File: src/rtl/hazard_stall_unit.sv
// ID-stage hazard controller: load-use and MUL/DIV stalls, taken-branch flush.
// Optional stall-cycle counter built when STALL_PERF_EN is defined.
module hazard_stall_unit #(
    parameter int MD_LATENCY = 4,
    parameter int REG_AW     = 5
) (
    input  logic              iClk,
    input  logic              iReset,
    input  logic [REG_AW-1:0] iIdRegRs,
    input  logic [REG_AW-1:0] iIdRegRt,
    input  logic              iIdUsesRt,
    input  logic              iIdMdOp,
    input  logic              iIdHiLoRead,
    input  logic              iExMemRead,
    input  logic [REG_AW-1:0] iExRegRt,
    input  logic              iBranchTaken,
    output logic              oPcWrite,
    output logic              oIfIdWrite,
    output logic              oIfIdFlush,
    output logic              oIdExBubble,
    output logic              oMdBusy,
    output logic [31:0]       oStallCycles
);

    localparam int CW = $clog2(MD_LATENCY + 1);

    typedef enum logic {
        IDLE,
        BUSY
    } state_t;

    state_t        state_q, state_d;
    logic [CW-1:0] cnt_q, cnt_d;
    logic          lu, md, stall, accept;

    always_comb begin
        lu = iExMemRead && (iExRegRt != '0) &&
             ((iExRegRt == iIdRegRs) ||
              (iIdUsesRt && (iExRegRt == iIdRegRt)));
        md = (state_q == BUSY) && (iIdMdOp || iIdHiLoRead);
        stall = (lu || md) && !iBranchTaken;
        accept = (state_q == IDLE) && iIdMdOp && !stall && !iBranchTaken;
    end

    // Reset forces a NOP into both pipeline registers regardless of hazards.
    always_comb begin
        oPcWrite    = 1'b1;
        oIfIdWrite  = 1'b1;
        oIfIdFlush  = 1'b0;
        oIdExBubble = 1'b0;
        oMdBusy     = (state_q == BUSY) && !iReset;
        if (iReset) begin
            oPcWrite    = 1'b0;
            oIfIdWrite  = 1'b0;
            oIfIdFlush  = 1'b1;
            oIdExBubble = 1'b1;
        end else if (iBranchTaken) begin
            oIfIdFlush  = 1'b1;
            oIdExBubble = 1'b1;
        end else if (stall) begin
            oPcWrite    = 1'b0;
            oIfIdWrite  = 1'b0;
            oIdExBubble = 1'b1;
        end
    end

    always_comb begin
        state_d = state_q;
        cnt_d   = cnt_q;
        unique case (state_q)
            IDLE: begin
                if (accept) begin
                    state_d = BUSY;
                    cnt_d   = CW'(MD_LATENCY);
                end
            end
            BUSY: begin
                if (cnt_q == CW'(1)) begin
                    state_d = IDLE;
                    cnt_d   = '0;
                end else begin
                    cnt_d = cnt_q - CW'(1);
                end
            end
        endcase
    end

    always_ff @(posedge iClk) begin
        if (iReset) begin
            state_q <= IDLE;
            cnt_q   <= '0;
        end else begin
            state_q <= state_d;
            cnt_q   <= cnt_d;
        end
    end

`ifdef STALL_PERF_EN
    logic [31:0] perf_q, perf_d;

    always_comb begin
        perf_d = perf_q;
        if (!oPcWrite && (perf_q != 32'hFFFF_FFFF)) begin
            perf_d = perf_q + 32'd1;
        end
    end

    always_ff @(posedge iClk) begin
        if (iReset) begin
            perf_q <= '0;
        end else begin
            perf_q <= perf_d;
        end
    end

    assign oStallCycles = perf_q;
`else
    assign oStallCycles = 32'h0;
`endif

endmodule
File: config.mk
export PLATFORM = sky130hd
export DESIGN_NAME = hazard_stall_unit
export DESIGN_NICKNAME = d
export VERILOG_FILES = /design/src/rtl/hazard_stall_unit.sv
export SDC_FILE = /design/constraint.sdc
export NUM_CORES = 1
export LEC_CHECK = 0
export ABC_AREA = 1
export CAP_MARGIN = 30
export CORE_UTILIZATION = 35
export CTS_CLUSTER_DIAMETER = 80
export DETAILED_ROUTE_END_ITERATION = 7
export GPL_TIMING_DRIVEN = 0
export PLACE_DENSITY = 0.86
export SLEW_MARGIN = 30
export SYNTH_ARGS = -nofsm -noshare
export SYNTH_HDL_FRONTEND = slang
export SYNTH_SLANG_ARGS = --single-unit
File: constraint.sdc
create_clock -name iClk -period 2.35 [get_ports iClk]
set_input_delay 0.47 -clock iClk [delete_from_list [all_inputs] [get_ports iClk]]
set_output_delay 0.47 -clock iClk [all_outputs]
set_load 0.005 [all_outputs]
-- Word level (Yosys, flattened, before mapping)
Index checks and enable logic that the tools add are counted.
Widths: inputs -> output; s select.
- register bits: 4
- bits of input ports: 22
- output and inout bits: 37
- logic and storage cells: 38
- add/subtract/negate cells: 1
- equality and inequality tests: 4
- mux-type cells: 14
- bitwise gates (word level): 1
- reductions and logical operators: 16
- operators with widths (cell ; number):
    $eq 5x5->1 ; 2
    $mux 1 ; 10
    $logic_and 1x1->1 ; 9
    $mux 3 ; 2
    $pmux 3 s2 ; 1
    $reduce_bool 5->1 ; 1
    $eq 3x1->1 const B ; 1
    $logic_not 1->1 ; 3
    $logic_or 1x1->1 ; 3
    $sub 3x1->3 const B ; 1
    $ne 2x2->1 const B ; 1
    $pmux 1 s2 ; 1
    $not 1->1 ; 1

-- Longest topological paths before layout
Gate-level depths: netlist (run 1).
- depth in word-level cells: 11
- depth in mapped cells: 11
- gate-level depth less buffers: 11

-- Least setup slack after synthesis (run 1)
Ideal clock, no wire load.
- path kind: input -> output
- start: input iExRegRt[3]
- end: output oPcWrite
- data arrival time: 1266 ps
- required time: 1880 ps
- path slack: 614 ps
- stages on the path: 8
- buffers on the path: 1
- cells stage by stage: inv_2 -> nand4_1 -> o21ai_0 -> inv_1 -> a21oi_1 -> nor2_1 -> nor2_1 -> buf_4
- cells in the longest elaborated chain, start to end: 9
- elaborated cells on any way between the ends: 12
- those cells by class: eq/ne: 2; mux: 3; reduce/logical: 7
- ends and longest elaborated chain (what ; line ; RTL):
    from (decl) ; 15 ; input logic [REG_AW-1:0] iExRegRt,
    $eq 5x5->1 ; 39 ; (iIdUsesRt && (iExRegRt == iIdRegRt)));
    $logic_and 1x1->1 ; 39 ;
    $logic_or 1x1->1 ; 38 ; ((iExRegRt == iIdRegRs) ||
    $logic_and 1x1->1 (*) ; 37 ; lu = iExMemRead && (iExRegRt != '0) &&
    $logic_or 1x1->1 (*) ; 41 ; stall = (lu || md) && !iBranchTaken;
    $logic_and 1x1->1 (*) ; 41 ;
    $mux 1 (*) (3 in a row) ; - ;
    to (decl) ; 17 ; output logic oPcWrite,
Mark *: on every way between the ends. The rest lies on a longest branch, timed or not.

-- Worst setup path after layout (run 1)
- start: input iIdRegRs[2]
- end: output oIdExBubble
- cells in the longest elaborated chain, start to end: 8
- ends and longest elaborated chain (what ; line ; RTL):
    from (decl) ; 9 ; input logic [REG_AW-1:0] iIdRegRs,
    $eq 5x5->1 ; 38 ;
    $logic_or 1x1->1 ; 38 ;
    $logic_and 1x1->1 ; 37 ;
    $logic_or 1x1->1 ; 41 ;
    $logic_and 1x1->1 ; 41 ;
    $mux 1 ; 60 ; end else if (stall) begin
    $mux 1 ; 57 ; end else if (iBranchTaken) begin
    $mux 1 ; 52 ; if (iReset) begin
    to (decl) ; 20 ; output logic oIdExBubble,
No other way between the ends.

==> results.sh, run 1 <==
export IMPL_status="completed"
export IMPL_cts_tree="done"
export IMPL_drive_gt1_share_pct=25.1
export IMPL_routabilityCongestion=0.766
export IMPL_r2r_slack_ns=1.24
export IMPL_place_ws_ns=-0.418
export IMPL_h_tree_depth=1
export IMPL_critPathSlowestCell="clkdlybuf4s50_1"
export IMPL_worstPathCellList="clkdlybuf4s50_1, xnor2_1, nand3_1, nand2_1, a21oi_2, buf_4, nand3_1, dlygate4sd2_1"
export IMPL_timing_final_crit_share_pct=95.2
export IMPL_cp_end_kind="output pin"
export IMPL_rsz0062_at_grt="false"
export IMPL_criticalPathCategory="in2out"
export IMPL_syn_inst=127
export IMPL_seq_area_frac_synth_pct=11.1
export IMPL_yosysWarnings=0
export IMPL_fmax_ghz=0.447
export IMPL_drt_pass1_iter_count=4
export IMPL_synth_distinct_cells=17
export IMPL_overflow=0
export IMPL_placed_cells=211
export IMPL_fp_row_count=16
export IMPL_p_leak_nw=0.762
export IMPL_ant_nets=0
export IMPL_path_buf_inv=3
export IMPL_r2r_cells=7
export IMPL_skew_ns=0.00444
export IMPL_root_buffer="clkbuf_4"
export IMPL_cap_violations=0
export IMPL_mappedNetlistArea_sq_um=723
export IMPL_timing_rr_end="cnt_q[2]"
export IMPL_crit_fanout=2
export IMPL_final_common_cell="buf_4"
export IMPL_final_cell_mix="buf_4 (33), nand2_1 (32), conb_1 (32)"
export IMPL_die_w_um=47.5
export IMPL_setup_slack_ns=0.113
export IMPL_die_area_sq_um=2250
export IMPL_grtUsageTotal_pct=13.4
export IMPL_drt_initial_drc_count=11
export IMPL_numPortBuffers=26
export IMPL_die_y_um=47.5
export IMPL_p_per_area_nw_per_um2=286
export IMPL_final_max_slew_violation_count=0
export IMPL_holdBufCountCts=0
export IMPL_startpoint_type="primary input"
export IMPL_min_delay_worst_endpoint="cnt_q[1]"
export IMPL_hp_class="reg2reg"
export IMPL_critPathTopFamily="buffers and inverters"
export IMPL_avgSynthCellArea_sq_um=5.69
export IMPL_arrival_ns=1.77
export IMPL_fill_cells=207
export IMPL_clk_latency_ns=0.24
export IMPL_setup_viol=0
export IMPL_max_vdd_ir_drop_v=0.000243
export IMPL_min_period_ns=2.24
export IMPL_dpl_cell_area_sq_um=1130
export IMPL_io_pins=59
export IMPL_grt_pass1_vias=625
export IMPL_core_area_sq_um=1940
export IMPL_finalNetCount=213
export IMPL_instances_no_fill=214
export IMPL_cp_common_cell="nand3_1"
export IMPL_vias_per_cell=3.55
export IMPL_cts_made_buffers=3
export IMPL_hold_viol_final=0
export IMPL_grt_max_degree=6
export IMPL_multiInputGateArea_sq_um=425
export IMPL_cp_required_ns=1.88
export IMPL_critPathMaxStageDelay_ns=0.41
export IMPL_wirelength_mm=1.48
export IMPL_grt_antenna_before_repair=0
export IMPL_cts_sinks=4
export IMPL_hpwlAfterDp_mm=1.24
export IMPL_holdPathStages=2
export IMPL_ys_ff_latch=4
export IMPL_grt_first_pass_wirelength_mm=2.16
export IMPL_start_util_pct=37.2
export IMPL_area_growth_pct=60.6
export IMPL_ff_latch_area_sq_um=80.1
export IMPL_vias=759
export IMPL_drc=0
export IMPL_r2r_start="cnt_q[0]"
export IMPL_path_clk_slew_ns=0.04
export IMPL_design_area_sq_um=1160
export IMPL_total_power_w=0.000332
export IMPL_holdCritStartpoint="cnt_q[1]"
export IMPL_n_antenna_cell=0
export IMPL_wl_per_cell_um=6.89
export IMPL_cts_buffer_depth=2
## Yosys cell counts
library cell  number  area (sq um)
buf_4             33           248
nand2_1           32           120
inv_1             19          71.3
nor2_1            13          48.8
inv_2              5          18.8
a21oi_1            4          20.0
dfxtp_1            4          80.1
nand3_1            4          20.0
o21ai_0            3          15.0
ha_1               2          25.0
nand2_2            2          12.5
a21oi_2            1          8.76
conb_1             1          3.75
nand4_1            1          6.26
nor3b_1            1          7.51
o21ai_2            1          8.76
xnor2_1            1          8.76
## worst register-to-register path, stage by stage (launching register included)
cell and delay, ns:
dfxtp_1 0.38, inv_1 0.06, ha_1 0.20, o21ai_0 0.16, a21oi_1 0.06, nor2_1 0.08
nand2_1 0.06, inv_1 0.05
## worst max-delay path by stage
stage          slack (ns)  depth (start not counted)        start           to
2_1_floorplan        0.61                          8  iExRegRt[3]     oPcWrite
3_3_place_gp        -0.43                         10  iExRegRt[2]     oPcWrite
3_5_place_dp        -0.42                         10  iExRegRt[2]     oPcWrite
4_1_cts             -0.07                         12  iIdRegRs[1]     oPcWrite
5_1_grt              0.04                          8  iIdRegRs[2]   oIfIdWrite
6_report             0.11                          8  iIdRegRs[2]  oIdExBubble
## routing by layer
layer	up-vias	track usage [%]	routed length (um)
met3	4	1.89	121
met1	293	14.8	601
met5	-	0	0
met4	0	6.86	32
li1	430	-	-
met2	32	24.7	719
## through the flow
stage          TNS, ns  utilization, %  hold WS [ns]
2_1_floorplan        0               -         0.457
3_5_place_dp    -0.963            58.4         0.475
6_report             0            59.8         0.474
5_1_grt              0            59.8         0.515
3_3_place_gp    -0.978            58.4         0.467
4_1_cts        -0.0711            59.4         0.477
## power breakdown
part	internal (W)	switching [W]
Sequential	0.0000749	0.00000443
Combinational	0.0000910	0.0000723
Clock	0.0000574	0.0000318
Total	0.000223	0.000109
## state kept, by name (all words and copies together) (netlist names)
signal   flops
cnt_q        3
state_q      1
## cell type report
type / instances / area share, %
flip-flops and latches: 4 / 6.90
inverters: 24 / 7.76
plain buffers: 32 / 20.7
multi-input cells: 97 / 36.6
clock buffers: 3 / 1.94
well taps: 27 / 2.91
repair buffers: 27 / 23.2
## kinds of logic after synthesis
family / count (synthesis) / share of synthesized area [%]
AND/OR/NAND/NOR: 53 / 29.8
buffers and inverters: 57 / 46.7
AO/OA/AOI/OAI: 9 / 7.27
XOR/XNOR: 1 / 1.21
flip-flops: 4 / 11.1
adder cells (fa/ha/maj): 2 / 3.46
other: 1 / 0.519
## what timing repair did
action | in CTS | in global routing
setup endpoints to repair | 3 | 3
resized for setup | 13 | 7
pin swaps | 3 | 8
endpoints found under the hold margin | 0 | 0
setup buffers | 1 | 0
(Power assumes the default switching activity.)
==> inputs of run 2 (changes only) <==
- SLEW_MARGIN: 30 -> unset
==> results of run 2 <==
Same layout as run 1: the final DEF is identical, and so are final timing and power.
==> inputs of run 3 (changes only) <==
--- a/constraint.sdc
+++ b/constraint.sdc
@@ -3,2 +3,2 @@
 set_output_delay 0.47 -clock iClk [all_outputs]
-set_load 0.005 [all_outputs]
+set_load 0.02 [all_outputs]
==> results.sh, run 3 (synthesis results as in run 1) <==
export IMPL_status="completed"
export IMPL_startpoint_type="primary input"
export IMPL_cts_buffer_depth=2
export IMPL_start_util_pct=37.2
export IMPL_final_cell_mix="buf_4 (33), conb_1 (32), nand2_1 (31)"
export IMPL_overflow=0
export IMPL_cp_required_ns=1.88
export IMPL_p_int_w=0.000228
export IMPL_wl_per_cell_um=6.93
export IMPL_cts_sinks=4
export IMPL_drt_initial_drc_count=10
export IMPL_h_tree_depth=1
export IMPL_final_max_slew_violation_count=0
export IMPL_path_clk_slew_ns=0.04
export IMPL_hpwlAfterDp_mm=1.24
export IMPL_seqPwrFrac_pct=21.0
export IMPL_drive_gt1_share_pct=27.3
export IMPL_fp_row_count=16
export IMPL_cp_common_cell="clkdlybuf4s50_1"
export IMPL_final_common_cell="buf_4"
export IMPL_p_leak_nw=0.786
export IMPL_p_comb_share_pct=55.1
export IMPL_clkPwrFrac_pct=23.9
export IMPL_drc=0
export IMPL_post_cts_buffers=0
export IMPL_cts_tree="done"
export IMPL_largest_reg_flops=3
export IMPL_hold_viol_final=0
export IMPL_cp_end_kind="output pin"
export IMPL_grt_pass1_vias=625
export IMPL_die_w_um=47.5
export IMPL_core_area_sq_um=1940
export IMPL_vias_per_cell=3.56
export IMPL_arrival_ns=1.82
export IMPL_cts_made_buffers=3
export IMPL_instances_no_fill=214
export IMPL_max_vdd_ir_drop_v=0.000247
export IMPL_die_y_um=47.5
export IMPL_timing_final_crit_share_pct=97.5
export IMPL_ant_nets=0
export IMPL_skew_ns=0.00445
export IMPL_p_sw_share_pct=39.5
export IMPL_hp_class="reg2reg"
export IMPL_grtUsageTotal_pct=13.5
export IMPL_area_growth_pct=62.6
export IMPL_root_buffer="clkbuf_4"
export IMPL_numPortBuffers=26
export IMPL_power_switching_w=0.000149
export IMPL_io_pins=59
export IMPL_placed_cells=211
export IMPL_crit_fanout=5
export IMPL_vias=762
export IMPL_worstPathCellList="clkdlybuf4s50_1, inv_1, nand2_1, clkdlybuf4s50_1"
export IMPL_min_period_ns=2.29
export IMPL_max_flop_register="cnt_q"
export IMPL_setup_viol=0
export IMPL_n_antenna_cell=0
export IMPL_critPathSlowestCell="clkdlybuf4s50_1"
export IMPL_drt_pass1_iter_count=4
export IMPL_criticalPathCategory="in2out"
export IMPL_rsz0062_at_grt="false"
export IMPL_critPathMaxStageDelay_ns=0.60
export IMPL_die_area_sq_um=2250
export IMPL_fmax_ghz=0.436
export IMPL_finalNetCount=213
export IMPL_p_per_area_nw_per_um2=321
export IMPL_final_util_pct=60.6
export IMPL_wirelength_mm=1.48
export IMPL_clk_latency_ns=0.24
export IMPL_setup_tns_final_ns=0
export IMPL_grt_first_pass_wirelength_mm=2.17
export IMPL_cap_violations=0
export IMPL_routabilityCongestion=0.766
export IMPL_grt_max_degree=6
export IMPL_holdBufCountCts=0
export IMPL_layout_top_registers="cnt_q: 3 flops, state_q: 1 flops"
export IMPL_grt_antenna_before_repair=0
## run 3: repair_timing
| action | in CTS | in global routing |
|---|---|---|
| resized for setup | 19 | 12 |
| pin swaps | 1 | 9 |
| endpoints found under the hold margin | 0 | 0 |
| cloned | 0 | 0 |
| endpoints found under the setup margin | 3 | 2 |
## run 3: metrics by stage
stage	hold slack (ns)	worst slack, ns	instance area (sq um)	power [W]
global placement	0.467	-0.528	1130	0.000288
global route	0.515	0.0147	1180	0.000409
finish	0.475	0.0579	1180	0.000377
floorplan	0.457	0.345	840	0.000229
CTS	0.477	0.0165	1150	0.000379
detailed placement	0.475	-0.521	1130	0.000291
## run 3: final timing paths
kind,start,end,slack [ns],depth (start not counted)
max,iReset,oIfIdFlush,0.06,4
min,cnt_q[1],cnt_q[1],0.48,2
max reg2reg,cnt_q[0],cnt_q[2],1.24,7
min reg2reg,cnt_q[1],cnt_q[1],0.48,2
## run 3: worst max-delay path: cells and delay by family
family / cells / cell delay [ns]
buffers and inverters: 3 / 1.27
and+or+nand+nor: 1 / 0.07
## run 3: power by group through the flow
stage / sequential [W] / combinational, W / clock (W)
after floorplan: 0.0000796 / 0.000149 / 0
after global placement: 0.0000802 / 0.000208 / 0
after detailed placement: 0.0000807 / 0.000210 / 0
after CTS: 0.0000793 / 0.000207 / 0.0000932
after global routing: 0.0000804 / 0.000231 / 0.0000972
final: 0.0000793 / 0.000208 / 0.0000899
## run 3: routing by layer
metal  share of wire, %  GRT usage [%]  wire, um
met4                2.2           6.86        32
met1                 40           15.0       594
met5                  0              0         0
met3                8.2           1.89       121
met2                 49           24.7       734
## run 3: cell type report
type | count | area [sq um]
inverters | 24 | 90.1
plain buffers | 33 | 248
repair buffers | 26 | 274
clock buffers | 3 | 22.5
flip-flops and latches | 4 | 80.1
multi-input cells | 97 | 428
well taps | 27 | 33.8
fillers | 203 | 766
